File: src/rtl/dtim_arbiter.sv
// dtim_arbiter: shares one dtim port between the instruction-fetch requester
// and the data load/store requester. Each requester gets one pending slot;
// pending requests are granted one at a time (fixed-priority or round-robin)
// and the dtim response is steered back combinationally to the owner.
module dtim_arbiter #(
   parameter bit ROUND_ROBIN = 1'b1   // 1: alternate on contention, 0: data always wins
) (
   input  logic        clk,
   input  logic        rst,
   input  logic        imem_valid,
   input  logic [31:0] imem_addr,
   output logic [31:0] imem_rdata,
   output logic        imem_ready,
   input  logic        dmem_valid,
   input  logic [31:0] dmem_addr,
   input  logic [31:0] dmem_wdata,
   input  logic [3:0]  dmem_wstrb,
   output logic [31:0] dmem_rdata,
   output logic        dmem_ready,
   output logic        dtim_valid,
   output logic        dtim_instr,
   output logic [31:0] dtim_addr,
   output logic [31:0] dtim_wdata,
   output logic [3:0]  dtim_wstrb,
   input  logic [31:0] dtim_rdata,
   input  logic        dtim_ready
);

   localparam logic [0:0] IDLE = 1'b0;
   localparam logic [0:0] BUSY = 1'b1;

   localparam logic OWN_I = 1'b0;
   localparam logic OWN_D = 1'b1;

   typedef struct packed {
      logic        v;
      logic [31:0] addr;
      logic [31:0] wdata;
      logic [3:0]  wstrb;
   } dslot_t;

   logic [0:0]  state;
   logic        islot_v;
   logic [31:0] islot_addr;
   dslot_t      dslot;
   logic        owner;
   logic        last_grant;

   logic        busy;
   logic        resp_i, resp_d;
   logic        i_acc, d_acc;
   logic        icand, dcand;
   logic        win;
   logic        pick_d;
   logic        grant_i, grant_d;
   logic [31:0] i_addr;
   logic [31:0] d_addr, d_wdata;
   logic [3:0]  d_wstrb;

   assign busy = (state == BUSY);

   // Response routing is zero-cycle; a dtim_ready while IDLE belongs to nobody.
   assign resp_i     = dtim_ready & busy & (owner == OWN_I);
   assign resp_d     = dtim_ready & busy & (owner == OWN_D);
   assign imem_ready = resp_i;
   assign dmem_ready = resp_d;
   assign imem_rdata = dtim_rdata;
   assign dmem_rdata = dtim_rdata;

   // A requester is outstanding while its slot is full or it owns the dtim.
   // A new pulse is taken only if nothing is outstanding, or its in-flight
   // request is being answered this very cycle (back-to-back issue).
   assign i_acc = imem_valid & (~(islot_v | (busy & (owner == OWN_I))) | resp_i);
   assign d_acc = dmem_valid & (~(dslot.v | (busy & (owner == OWN_D))) | resp_d);

   // Candidates include a pulse arriving this cycle so it can bypass the slot.
   assign icand = islot_v | i_acc;
   assign dcand = dslot.v | d_acc;

   assign i_addr  = islot_v ? islot_addr  : imem_addr;
   assign d_addr  = dslot.v ? dslot.addr  : dmem_addr;
   assign d_wdata = dslot.v ? dslot.wdata : dmem_wdata;
   assign d_wstrb = dslot.v ? dslot.wstrb : dmem_wstrb;

   // Arbitration window: dtim free now, or freed by the response this cycle.
   assign win     = ~busy | dtim_ready;
   assign pick_d  = dcand & (~icand | (ROUND_ROBIN == 1'b0) | (last_grant == OWN_I));
   assign grant_d = win & pick_d;
   assign grant_i = win & icand & ~pick_d;

   // Slot capture, grant bookkeeping and the registered dtim request.
   always_ff @(posedge clk) begin
      if (rst) begin
         state      <= IDLE;
         islot_v    <= 1'b0;
         dslot.v    <= 1'b0;
         owner      <= OWN_D;
         last_grant <= OWN_D;
         dtim_valid <= 1'b0;
         dtim_instr <= 1'b0;
         dtim_addr  <= '0;
         dtim_wdata <= '0;
         dtim_wstrb <= '0;
      end else begin
         dtim_valid <= 1'b0;

         if (grant_i) begin
            islot_v <= 1'b0;
         end else if (i_acc) begin
            islot_v    <= 1'b1;
            islot_addr <= imem_addr;
         end

         if (grant_d) begin
            dslot.v <= 1'b0;
         end else if (d_acc) begin
            dslot.v     <= 1'b1;
            dslot.addr  <= dmem_addr;
            dslot.wdata <= dmem_wdata;
            dslot.wstrb <= dmem_wstrb;
         end

         if (win) begin
            if (grant_i | grant_d) begin
               state      <= BUSY;
               dtim_valid <= 1'b1;
               owner      <= grant_d ? OWN_D : OWN_I;
               last_grant <= grant_d ? OWN_D : OWN_I;
               dtim_instr <= grant_i;
               dtim_addr  <= grant_d ? d_addr  : i_addr;
               dtim_wdata <= grant_d ? d_wdata : 32'h0;
               dtim_wstrb <= grant_d ? d_wstrb : 4'h0;
            end else begin
               state <= IDLE;
            end
         end
      end
   end

endmodule

File: config.mk
export PLATFORM = sky130hd
export DESIGN_NAME = dtim_arbiter
export DESIGN_NICKNAME = d
export VERILOG_FILES = /design/src/rtl/dtim_arbiter.sv
export SDC_FILE = /design/constraint.sdc
export NUM_CORES = 1
export LEC_CHECK = 0
export ABC_CLOCK_PERIOD_IN_PS = 8500
export CAP_MARGIN = 20
export CORE_ASPECT_RATIO = 1.4
export CORE_MARGIN = 3
export CORE_UTILIZATION = 26
export CTS_BUF_LIST = sky130_fd_sc_hd__clkbuf_16
export CTS_CLUSTER_SIZE = 28
export DETAILED_ROUTE_END_ITERATION = 12
export GPL_TIMING_DRIVEN = 0
export PLACE_DENSITY_LB_ADDON = 0.15
export SLEW_MARGIN = 20
export SYNTH_ARGS = -nofsm -noshare
export SYNTH_HDL_FRONTEND = slang
export SYNTH_SLANG_ARGS = --single-unit
File: constraint.sdc
create_clock -name clk -period 8.5 [get_ports clk]
set_input_delay 1.275 -clock clk [delete_from_list [all_inputs] [get_ports clk]]
set_output_delay 1.275 -clock clk [all_outputs]
set_load 0.005 [all_outputs]
==> results.toml, run 1 <==
[sta]
layout_min_cycle_time_ns = 3.85
max_slew_headroom_pct = 59.8
rsz0062_at_grt = "false"
setup-violations-final = 0
final_clock_period_utilization_by_the_worst_path_pct = 45.3
worst_clock_skew_ns = 0.00793
timing.setup.tns_ns = 0
fmax_mhz = 260
hold_viol = 0
final-max-slew-violation-count = 0
worst-slew-pin-transition_ns = 0.603

[min_path]
hold_start = "dtim_wdata[16]$_SDFFE_PP0P_"
hp-class = "reg -> reg"
worstHoldEndpoint = "dtim_wdata[16]$_SDFFE_PP0P_"
timing.hold.worst_path_depth = 2

[die]
starting_density_of_the_core_pct = 26.6
floorplan.io_pins = 273
floorplan.die_area_um2 = 31300
floorplan.die.height_um = 208
floorplan.die.width_um = 150
row_count = 73
core_area_um2 = 28600

[worst_setup_path]
crit_arrival_ns = 2.58
path_max_fanout = 6
critical_path.reg2reg.endpoint = "dslot[54]$_DFFE_PP_"
worst_setup_path_end_kind = "primary output"
timing.setup.critical_path_class = "in -> out"
worstRegToRegCells = 8
timing.critical_path.required_ns = 7.22
crit-reg2reg-launch = "last_grant$_SDFFE_PP1P_"
critPathLaunchType = "primary input"
regToRegSetupSlack_ns = 5.91

[clocking]
cts_root_buffer = "clkbuf_16"
ctsHoldBuffers = 0
cts-buffers-inserted = 17
ctsHtreeMaxLevel = 4
worst_setup_hold_path_clk_slew_ns = 0.07
cts_buffer_depth = 2
cts_setup_buffers = 0
tritoncts_num_sinks = 174
post_cts.resized_instances = 0
clk-insertion-delay-late_ns = 0.43
cts_tree = "yes"

[global_routing]
grt_start_max_net_pins = 21
globalRoute.busiestLayer = "met2"
grt_pass1_wl_mm = 34.8
met3_track_usage_gr_pct = 3.97
grt.total_usage_pct = 14.4
grtUsageMet1_pct = 18.0
globalRoute.totalOverflow = 0
grt_antenna_before_repair = 0
first_global_vias = 5906
met2_usage_pct = 24.7

[yosys]
yosys.cell_count.top_type = "edfxtp_1"
combinational_family_with_the_most_area_after_synthesis = "multiplexers"
synthSimpleGateAreaFrac_pct = 4.43
ys_dominant_reg_cell = "edfxtp_1"
yosys_register_bits = 174
synth_top_area_share_pct = 39.5
synth.cell_area_um2 = 7600
ys_top_cells_by_area = "edfxtp_1, dfxtp_1, mux2i_1, buf_4, mux2_2"
yosysTopAreaCell = "edfxtp_1"
synth-edff-count = 100
syn-instance-count = 598
postSynth.asyncResetShare_pct = 0
post_synth_xor_area_fraction_pct = 0
seq_area_frac_synth_pct = 59.0
synth.avg_cell_area_um2 = 12.7
synth_fa_ha_area_share_pct = 0
yosys-top-cells-count = "edfxtp_1, dfxtp_1, buf_4"
synth_compound_gate_area_share_pct = 13.0
post_synth_mux_area_share_pct = 13.8
synth.net_count = 735
post_synth_num_cell_types = 34
yosysWarningCount = 0

[finish]
layout.core_utilization_pct = 39.0
antennaDiodeCount = 0
finish.cell_count_without_fillers = 1252
num-nets-final = 1001
fillCellCount = 2793
flow.area_growth_from_synthesis_pct = 46.8
drive_above_1_share_pct = 20.6

[placement]
weighted_congestion_at_the_end_of_routability_driven_global_placement = 0.750
port-buffer-count = 239
placedCellCount = 1220
detailedPlacementHpwl_mm = 17.3

[power_and_ir_drop]
cellPowerDensity_nw_per_um2 = 189
design_power_total_mw = 2.11
leakagePower_nw = 3.84
worst_ir_drop_vdd_v = 0.000130

[drt]
dr_pass1_iterations = 4
vias_per_std_cell = 4.58
post_drt_wl_per_cell_um = 18.6
via_count = 5737
ant_nets = 0
drt-total-wl_mm = 23.3
post_route_drc_violation_count = 0
detailedRoute.firstIterationViolations = 244

[flow_run]
max_cap_viol_count = 0

[run_status]
status = "complete, no violations"
layer usage:
| layer | vias up | wire length [um] |
|---|---|---|
| met5 | - | 0 |
| met4 | 0 | 194 |
| met3 | 15 | 1730 |
| met2 | 208 | 11400 |
| met1 | 2733 | 9990 |
| li1 | 2781 | - |
final cells by class:
cell class	count	area, um2	area share (%)
Timing Repair Buffer	247	2510	22.5
Multi-Input combinational cell	303	2380	21.4
Clock inverter	15	139	1.24
Buffer	119	737	6.60
Tap cell	375	469	4.20
Clock buffer	17	425	3.81
Inverter	2	7.51	0.0673
Sequential cell	174	4480	40.2
through the flow:
step / setup slack, ns / hold WS, ns / instance area (um2)
2_1_floorplan: 1.26 / 0.466 / 7600
3_5_place_dp: 4.55 / 0.467 / 10600
6_report: 4.65 / 0.473 / 11200
5_1_grt: 4.57 / 0.483 / 11200
4_1_cts: 4.64 / 0.476 / 11200
3_3_place_gp: -3.46 / 0.457 / 10500
sequential cells by signal (all words and copies together) (netlist names):
name	flops
dtim_wstrb	4
islot_addr	32
dtim_instr	1
dslot	69
busy	1
islot_v	1
last_grant	1
dtim_addr	32
dtim_wdata	32
dtim_valid	1
cells by family (layout without fill, tap and decap cells):
| kind of cell | count (synthesis) | in the layout |
|---|---|---|
| AO/OA/AOI/OAI | 151 | 151 |
| multiplexers | 100 | 100 |
| flip-flops | 174 | 174 |
| buffers and inverters | 121 | 400 |
| AND/OR/NAND/NOR | 52 | 52 |
worst max-delay path: stages:
cell and delay (ns):
clkdlybuf4s50_1 0.55, and3_1 0.20, clkdlybuf4s50_1 0.55
power by group:
part,internal [mW],total (mW),leakage (nW),switching [mW]
clock network,0.408,0.762,0.274,0.353
registers,0.946,0.970,1.52,0.0237
logic,0.211,0.374,2.05,0.163
total,1.57,2.11,3.84,0.540
worst max-delay path by stage:
stage	slack, ns	to	startpoint	cells after the start
CTS	4.64	imem_ready	dtim_ready	3
floorplan	1.26	dslot[0]$_DFFE_PP_	dtim_ready	4
global route	4.57	imem_ready	dtim_ready	3
finish	4.65	imem_ready	dtim_ready	3
detailed placement	4.55	dslot[52]$_DFFE_PP_	dtim_ready	9
global placement	-3.46	dslot[57]$_DFFE_PP_	imem_valid	4
placed cells by master (no fill, tap or decap), types with 4 or more instances in the layout:
master,Yosys,layout
clkdlybuf4s50_1,0,239
mux2i_1,64,64
clkbuf_16,0,17
dfxtp_1,74,74
edfxtp_1,100,100
o21ai_1,5,5
o21ai_0,32,32
buf_2,28,28
o221ai_1,32,32
inv_6,0,4
o211ai_1,32,32
buf_8,0,6
mux2_2,36,36
a21oi_1,42,42
nand4_1,37,37
clkbuf_1,18,18
buf_4,67,67
Note: power is estimated with default switching activity, not from simulation.
==> inputs of run 2 (changes only) <==
ABC_CLOCK_PERIOD_IN_PS = 3300   (was 8500)
clock period = 3.3 ns   (was 8.5 ns; I/O delays follow)
==> results.toml, run 2 (synthesis gave the netlist of run 1 again) <==
[drt]
via_count = 5747
post_drt_wl_per_cell_um = 18.6
drt-total-wl_mm = 23.3
ant_nets = 0
dr_pass1_iterations = 4
post_route_drc_violation_count = 0
detailedRoute.firstIterationViolations = 292
vias_per_std_cell = 4.59

[worst_setup_path]
timing.setup.critical_path_class = "in -> reg"
timing.critical_path.cells = "clkdlybuf4s50_1 -> nand2b_1 -> buf_2 -> clkbuf_1 -> a211oi_4 -> buf_8 -> buf_6 -> buf_6"
path_max_fanout = 14
critPathLaunchType = "primary input"
cell_class_contributing_the_biggest_share_of_worst_path_delay = "buffers and inverters"
worstRegToRegCells = 7
timing.critical_path.required_ns = 3.44
worst_setup_path_end_kind = "flop"
crit_arrival_ns = 3.04
crit_slowest_cell = "a211oi_4"
regToRegSetupSlack_ns = 0.54
critPathLaunch = "dtim_ready"
max_stage_delay_ns = 0.75
crit_path_frequent_cell = "buf_6"
crit-reg2reg-launch = "last_grant$_SDFFE_PP1P_"
crit_buf_inv = 6
worstSetupPathDepth = 8

[sta]
final_clock_period_utilization_by_the_worst_path_pct = 87.9
worst_clock_skew_ns = 0.00885
hold_viol = 0
rsz0062_at_grt = "false"
max_slew_headroom_pct = 49.6
finalHoldWorstSlack_ns = 0.397
fmax_mhz = 345
finalWorstSetupSlack_ns = 0.400
setup-violations-final = 0
layout_min_cycle_time_ns = 2.90
final-max-slew-violation-count = 0
worst-slew-pin-transition_ns = 0.754

[power_and_ir_drop]
leakagePower_nw = 3.84
design_power_total_mw = 5.43
cellPowerDensity_nw_per_um2 = 488
worst_ir_drop_vdd_v = 0.000284

[die]
row_count = 73
floorplan.die.height_um = 208
floorplan.die.width_um = 150
floorplan.die_area_um2 = 31300
core_area_um2 = 28600
floorplan.io_pins = 273
starting_density_of_the_core_pct = 26.6

[clocking]
cts_tree = "yes"
worst_setup_hold_path_clk_slew_ns = 0.07
cts_setup_buffers = 0
ctsHtreeMaxLevel = 4
post_cts.resized_instances = 0
tritoncts_num_sinks = 174
clk-insertion-delay-late_ns = 0.43
cts-buffers-inserted = 17
cts_buffer_depth = 2
ctsHoldBuffers = 0
cts_root_buffer = "clkbuf_16"

[finish]
mostFrequentLayoutCell = "clkdlybuf4s50_1"
num-nets-final = 1000
flow.area_growth_from_synthesis_pct = 46.5
drive_above_1_share_pct = 20.4
registers.top_by_ff_count = "dslot"
antennaDiodeCount = 0
layout.core_utilization_pct = 38.9
largest_register_ffs = 69
commonest_non_fill_non_tap_cells_in_the_layout = "clkdlybuf4s50_1, edfxtp_1, dfxtp_1, buf_4, mux2i_1"

[global_routing]
grt_antenna_before_repair = 0
globalRoute.totalOverflow = 0
grt.total_usage_pct = 14.5
first_global_vias = 5896
grt_pass1_wl_mm = 35.0
grt_start_max_net_pins = 21

[min_path]
hp-class = "in -> reg"
hold_start = "rst"
timing.hold.worst_path_depth = 2

[flow_run]
max_cap_viol_count = 0

[placement]
weighted_congestion_at_the_end_of_routability_driven_global_placement = 0.743
detailedPlacementHpwl_mm = 17.0
pre_cts_ws_ns = -0.0972
port-buffer-count = 239

[run_status]
status = "complete, no violations"
## run 2: worst paths after layout
path                                 endpoint
setup / recovery          dslot[40]$_DFFE_PP_
setup reg to reg          dslot[40]$_DFFE_PP_
hold reg to reg   dtim_wdata[28]$_SDFFE_PP0P_
hold / removal        dtim_instr$_SDFFE_PP0P_
## run 2: through the flow
| step | cells | instance area [um2] | setup TNS (ns) |
|---|---|---|---|
| 3_5_place_dp | 1219 | 10600 | -0.868 |
| 6_report | 1251 | 11100 | 0 |
| 4_1_cts | 1251 | 11100 | 0 |
| 5_1_grt | 1251 | 11100 | 0 |
| 2_1_floorplan | 598 | 7610 | 0 |
| 3_3_place_gp | 1212 | 10500 | -138.73 |
## run 2: power breakdown
group,switching [mW],internal [mW],total (mW)
Sequential,0.0604,2.44,2.50
Combinational,0.419,0.540,0.959
Clock,0.895,1.08,1.98
Total,1.37,4.06,5.43
## run 2: layout make-up
type	count	area, um2
Timing Repair Buffer	246	2490
Sequential cell	174	4480
Buffer	119	737
Clock buffer	18	450
Tap cell	375	469
Clock inverter	14	115
Inverter	2	7.51
Fill cell	2806	17500
Multi-Input combinational cell	303	2380
## run 2: metal layers
layer | global-route usage (%) | part of all wire (%) | vias up
li1 | - | - | 2773
met1 | 18.5 | 44 | 2780
met2 | 24.5 | 49 | 182
met3 | 3.53 | 5.9 | 12
met4 | 3.69 | 0.97 | 0
met5 | 0 | 0 | -
==> inputs of run 3 (changes only) <==
SKIP_CTS_REPAIR_TIMING = 1   (was unset)
==> results of run 3 <==
Final layout, timing and power as in run 2 (identical DEF).
